==> config.mk <==
export PLATFORM = sky130hd
export DESIGN_NAME = countdown_timer
export DESIGN_NICKNAME = d
export VERILOG_FILES = /design/src/rtl/countdown_timer.sv
export SDC_FILE = /design/constraint.sdc
export NUM_CORES = 1
export LEC_CHECK = 0
export BUFFER_PORTS_ARGS = -buffer_cell sky130_fd_sc_hd__buf_2
export CAP_MARGIN = 20
export CORE_MARGIN = 4
export CORE_UTILIZATION = 57
export DETAILED_ROUTE_END_ITERATION = 16
export HOLD_SLACK_MARGIN = 0.1
export PLACE_DENSITY = 0.82
export SYNTH_ARGS = -nofsm -noshare
export SYNTH_HDL_FRONTEND = slang
export SYNTH_SLANG_ARGS = --single-unit
export TNS_END_PERCENT = 100
==> constraint.sdc <==
create_clock -name clk -period 4.2 [get_ports clk]
set_clock_uncertainty 0.2 [all_clocks]
set_input_delay 0.63 -clock clk [delete_from_list [all_inputs] [get_ports clk]]
set_output_delay 0.63 -clock clk [all_outputs]
set_load 0.01 [all_outputs]
==> src/rtl/countdown_timer.sv <==
// BCD mm:ss countdown timer with pause/resume, expiry level and pulse,
// and a low-time warning. Decrements once every TICK_CYCLES clocks while running.
module countdown_timer #(
  parameter int unsigned   TICK_CYCLES    = 100_000_000,
  parameter logic [15:0]   WARN_THRESHOLD = 16'h0010
) (
  input  logic        clk,
  input  logic        rst,
  input  logic        load,
  input  logic [15:0] load_value,
  input  logic        start,
  input  logic        pause,
  output logic [15:0] time_left,
  output logic        running,
  output logic        expired,
  output logic        expired_pulse,
  output logic        warn
);

  localparam int PW = (TICK_CYCLES > 1) ? $clog2(TICK_CYCLES) : 1;
  localparam logic [PW-1:0] TICK_LAST = PW'(TICK_CYCLES - 1);

  typedef enum logic [1:0] {
    IDLE   = 2'd0,
    RUN    = 2'd1,
    PAUSED = 2'd2,
    DONE   = 2'd3
  } state_t;

  state_t         state_q, state_d;
  logic [15:0]    time_left_q, time_left_d;
  logic [PW-1:0]  presc_q, presc_d;
  logic           running_q, running_d;
  logic           expired_q, expired_d;
  logic           expired_pulse_q, expired_pulse_d;
  logic           warn_q, warn_d;
  logic [15:0]    dec_s;

  function automatic logic [3:0] sat_digit(input logic [3:0] d, input logic [3:0] lim);
    logic [3:0] r;
    if (d > lim) begin
      r = lim;
    end else begin
      r = d;
    end
    return r;
  endfunction

  function automatic logic [15:0] sanitise(input logic [15:0] v);
    return {sat_digit(v[15:12], 4'd9), sat_digit(v[11:8], 4'd9),
            sat_digit(v[7:4], 4'd5),   sat_digit(v[3:0], 4'd9)};
  endfunction

  // Subtract one second; each digit only moves when every lower digit borrows.
  function automatic logic [15:0] bcd_dec(input logic [15:0] t);
    logic [3:0] m1, m0, s1, s0;
    {m1, m0, s1, s0} = t;
    if (t == 16'h0000) begin
      // zero never wraps to 99:59
    end else if (s0 != 4'd0) begin
      s0 = s0 - 4'd1;
    end else begin
      s0 = 4'd9;
      if (s1 != 4'd0) begin
        s1 = s1 - 4'd1;
      end else begin
        s1 = 4'd5;
        if (m0 != 4'd0) begin
          m0 = m0 - 4'd1;
        end else begin
          m0 = 4'd9;
          m1 = m1 - 4'd1;
        end
      end
    end
    return {m1, m0, s1, s0};
  endfunction

  always_comb begin
    state_d         = state_q;
    time_left_d     = time_left_q;
    presc_d         = presc_q;
    expired_pulse_d = 1'b0;
    dec_s           = bcd_dec(time_left_q);

    if (load) begin
      time_left_d = sanitise(load_value);
      state_d     = IDLE;
      presc_d     = '0;
    end else begin
      case (state_q)
        IDLE: begin
          if (start) begin
            if (time_left_q == 16'h0000) begin
              state_d         = DONE;
              expired_pulse_d = 1'b1;
            end else begin
              state_d = RUN;
              presc_d = '0;
            end
          end else begin
            state_d = IDLE;
          end
        end
        // The resume edge out of PAUSED counts like any RUN edge.
        RUN, PAUSED: begin
          if (pause) begin
            state_d = PAUSED;
          end else if (presc_q == TICK_LAST) begin
            presc_d     = '0;
            time_left_d = dec_s;
            if (dec_s == 16'h0000) begin
              state_d         = DONE;
              expired_pulse_d = 1'b1;
            end else begin
              state_d = RUN;
            end
          end else begin
            presc_d = presc_q + PW'(1);
            state_d = RUN;
          end
        end
        DONE: begin
          state_d = DONE;
        end
        default: begin
          state_d = IDLE;
        end
      endcase
    end

    running_d = (state_d == RUN);
    expired_d = (state_d == DONE);
    warn_d    = ((state_d == RUN) || (state_d == PAUSED)) && (time_left_d <= WARN_THRESHOLD);
  end

  always_ff @(posedge clk) begin
    if (rst) begin
      state_q         <= IDLE;
      time_left_q     <= 16'h0000;
      presc_q         <= '0;
      running_q       <= 1'b0;
      expired_q       <= 1'b0;
      expired_pulse_q <= 1'b0;
      warn_q          <= 1'b0;
    end else begin
      state_q         <= state_d;
      time_left_q     <= time_left_d;
      presc_q         <= presc_d;
      running_q       <= running_d;
      expired_q       <= expired_d;
      expired_pulse_q <= expired_pulse_d;
      warn_q          <= warn_d;
    end
  end

  assign time_left     = time_left_q;
  assign running       = running_q;
  assign expired       = expired_q;
  assign expired_pulse = expired_pulse_q;
  assign warn          = warn_q;

endmodule

==> results.sh <==
export IMPL_numCtsBuffers=5
export IMPL_grt_pass1_vias=2745
export IMPL_dominantRegCellSynth="dfxtp_1"
export IMPL_ff2ff_path_depth=13
export IMPL_drt_iter0_markers=376
export IMPL_area_delta_synth_final_pct=10.6
export IMPL_grt_remaining_overflow=0
export IMPL_slew_viol_final=0
export IMPL_synth_area_top_cells="dfxtp_1, nor2_1, xor2_1"
export IMPL_cts_hold_fix_buffers=0
export IMPL_cts_setup_buffers=0
export IMPL_hold_viol_final=0
export IMPL_r2r_start="time_left[12]"
export IMPL_cts_resized=0
export IMPL_crit_chain="inv_1, ha_1, or3b_1, nor4_1, a21oi_1, nor2_1, nand4_1, a221o_1, ha_1, nor2_1, and3_1, nand4_1, nor4_2"
export IMPL_crit_type="flop to flop"
export IMPL_die_area_sq_um=6280
export IMPL_powerDensity_nw_per_um2=290
export IMPL_cts_tree="yes"
export IMPL_synth_most_common_cell="nor2_1"
export IMPL_coreArea_sq_um=4820
export IMPL_clk_pin_slew_ns=0.09
export IMPL_grt_max_degree=28
export IMPL_synth_seq_cells=49
export IMPL_setup_violations=0
export IMPL_async_flop_share_pct=0
export IMPL_synth_top_family_by_area="simple AND/OR/NAND/NOR gates"
export IMPL_relSlewSlack_pct=47.4
export IMPL_die_height_um=79.3
export IMPL_place_congestion=0.942
export IMPL_root_buffer="clkbuf_8"
export IMPL_io_buffers=40
export IMPL_crit_family="simple AND/OR/NAND/NOR gates"
export IMPL_vias=2836
export IMPL_initial_core_util_pct=60.1
export IMPL_drv_cap=0
export IMPL_slowest_delay_ns=0.53
export IMPL_crit_arrival_ns=3.67
export IMPL_worstMarginPinSlew_ns=0.783
export IMPL_netlist_area_leader_share_pct=33.9
export IMPL_cp_slowest_cell="nor4_1"
export IMPL_rows=25
export IMPL_netlist_instances=363
export IMPL_cts_max_level=2
export IMPL_synth_distinct_cells=64
export IMPL_hp_start="presc_q[14]"
export IMPL_endpoint_kind="flop"
export IMPL_seq_area_frac_synth_pct=33.9
export IMPL_synth_compound_area_share_pct=17.4
export IMPL_avgSynthCellArea_sq_um=7.98
export IMPL_synth_top_cell_by_area="dfxtp_1"
export IMPL_n_antenna_cell=0
export IMPL_drc_errors=0
export IMPL_via_per_inst=6.14
export IMPL_drive_above_1_share_pct=14.2
export IMPL_synthSimpleGateAreaFrac_pct=32.4
export IMPL_reg2reg_to="warn"
export IMPL_syn_nets=393
export IMPL_period_share_pct=86.7
export IMPL_netlist_area_sq_um=2900
export IMPL_status="finished clean"
export IMPL_cellLeakagePower_nw=1.22
export IMPL_synth_common_cells="nor2_1, dfxtp_1, nand2_1"
export IMPL_track_usage_pct=25.2
export IMPL_start_kind="flop"
export IMPL_worstHoldEndpoint="presc_q[14]"
export IMPL_rsz0062_at_grt="false"
export IMPL_critical_path_buf_inv_count=1
export IMPL_wire_per_inst_um=15.8
export IMPL_drtAntennaViolNets=0
export IMPL_num_io_pins=41
export IMPL_hold_class="flop to flop"
export IMPL_clk_latency_ns=0.31
export IMPL_grt_pass1_wl_mm=12.8
export IMPL_hold_worst_slack_ns=0.304
export IMPL_fmax_ghz=0.275
export IMPL_min_path_cells=1
export IMPL_clock_path_buffers=2
export IMPL_antenna_found_initial=0
export IMPL_finalCriticalPeriod_ns=3.64
export IMPL_regToRegSetupSlack_ns=0.56
export IMPL_synth_fa_ha_area_share_pct=3.89
export IMPL_tns_ns=0
export IMPL_clock_sinks=49
export IMPL_worstPathMaxFanout=6
export IMPL_synth_edf_count=0
export IMPL_drt_pass1_iterations=4
export IMPL_die_w_um=79.3
export IMPL_fin_nets=424
export IMPL_routed_wirelength_mm=7.32
export IMPL_peakVddDrop_v=0.000175
export IMPL_synth_xor_area_share_pct=6.66
export IMPL_crit_required_ns=4.23
export IMPL_dp_final_hpwl_mm=5.34
export IMPL_ys_warn_count=0
export IMPL_muxShareOfSynthArea_pct=1.08
==> metrics by stage <==
step	cell area [sq um]	setup slack (ns)	cells	total power, W	util (%)
2_1_floorplan	2900	0.927	363	0.000603	-
3_3_place_gp	3120	0.620	454	0.000651	64.7
3_5_place_dp	3120	0.608	454	0.000654	64.7
4_1_cts	3200	0.584	462	0.000930	66.5
5_1_grt	3200	0.284	462	0.000974	66.5
6_report	3200	0.560	462	0.000928	66.5
==> registers in the layout (all words and copies together), names as in the netlist <==
signal / count
expired_pulse: 1
running: 1
warn: 1
state_q: 2
presc_q: 27
time_left: 16
expired: 1
==> area by class of cell <==
cell class | instances | area, sq um
sequential | 49 | 981
clock buffer | 6 | 72.6
fill | 425 | 1610
timing repair buffer | 42 | 215
tap | 67 | 83.8
clock inverter | 2 | 15.0
multi-input combinational | 281 | 1780
inverter | 15 | 56.3
==> placed cells by master (no fill, tap or decap), drive strengths merged, types with 9 or more instances in the layout <==
master and count:
nor2 53, dfxtp 49, buf 42, o21ai 28, nand2 19, xor2 17, nor4 17, inv 15
nand3 15, nand4 14, a21oi 9, ha 9
==> layer usage <==
metal | routed length, um | global-route usage (%) | part of all wire [%]
met1 | 3190 | 32.3 | 44
met2 | 3510 | 42.3 | 48
met3 | 454 | 4.20 | 6.2
met4 | 160 | 9.28 | 2.2
met5 | 0 | 0 | 0
==> power breakdown <==
group	switching (W)	leakage [nW]	internal [W]
sequential	0.0000177	0.398	0.000475
clock	0.000165	0.0374	0.000118
combinational	0.0000939	0.784	0.0000581
==> worst max-delay path by stage <==
stage	from	to	slack, ns	cells past startpoint
floorplan	time_left[4]	warn	0.93	13
global placement	time_left[12]	warn	0.62	13
detailed placement	time_left[12]	warn	0.61	13
CTS	time_left[12]	warn	0.58	13
global route	time_left[4]	warn	0.28	11
finish	time_left[12]	warn	0.56	13
==> logic make-up after synthesis <==
group	count (synthesis)
AO/OA/AOI/OAI	76
XOR/XNOR	22
adder cells (fa/ha/maj)	9
buffers and inverters	33
flip-flops	49
multiplexers	3
AND/OR/NAND/NOR	171
Note: power is estimated with default switching activity, not from simulation.
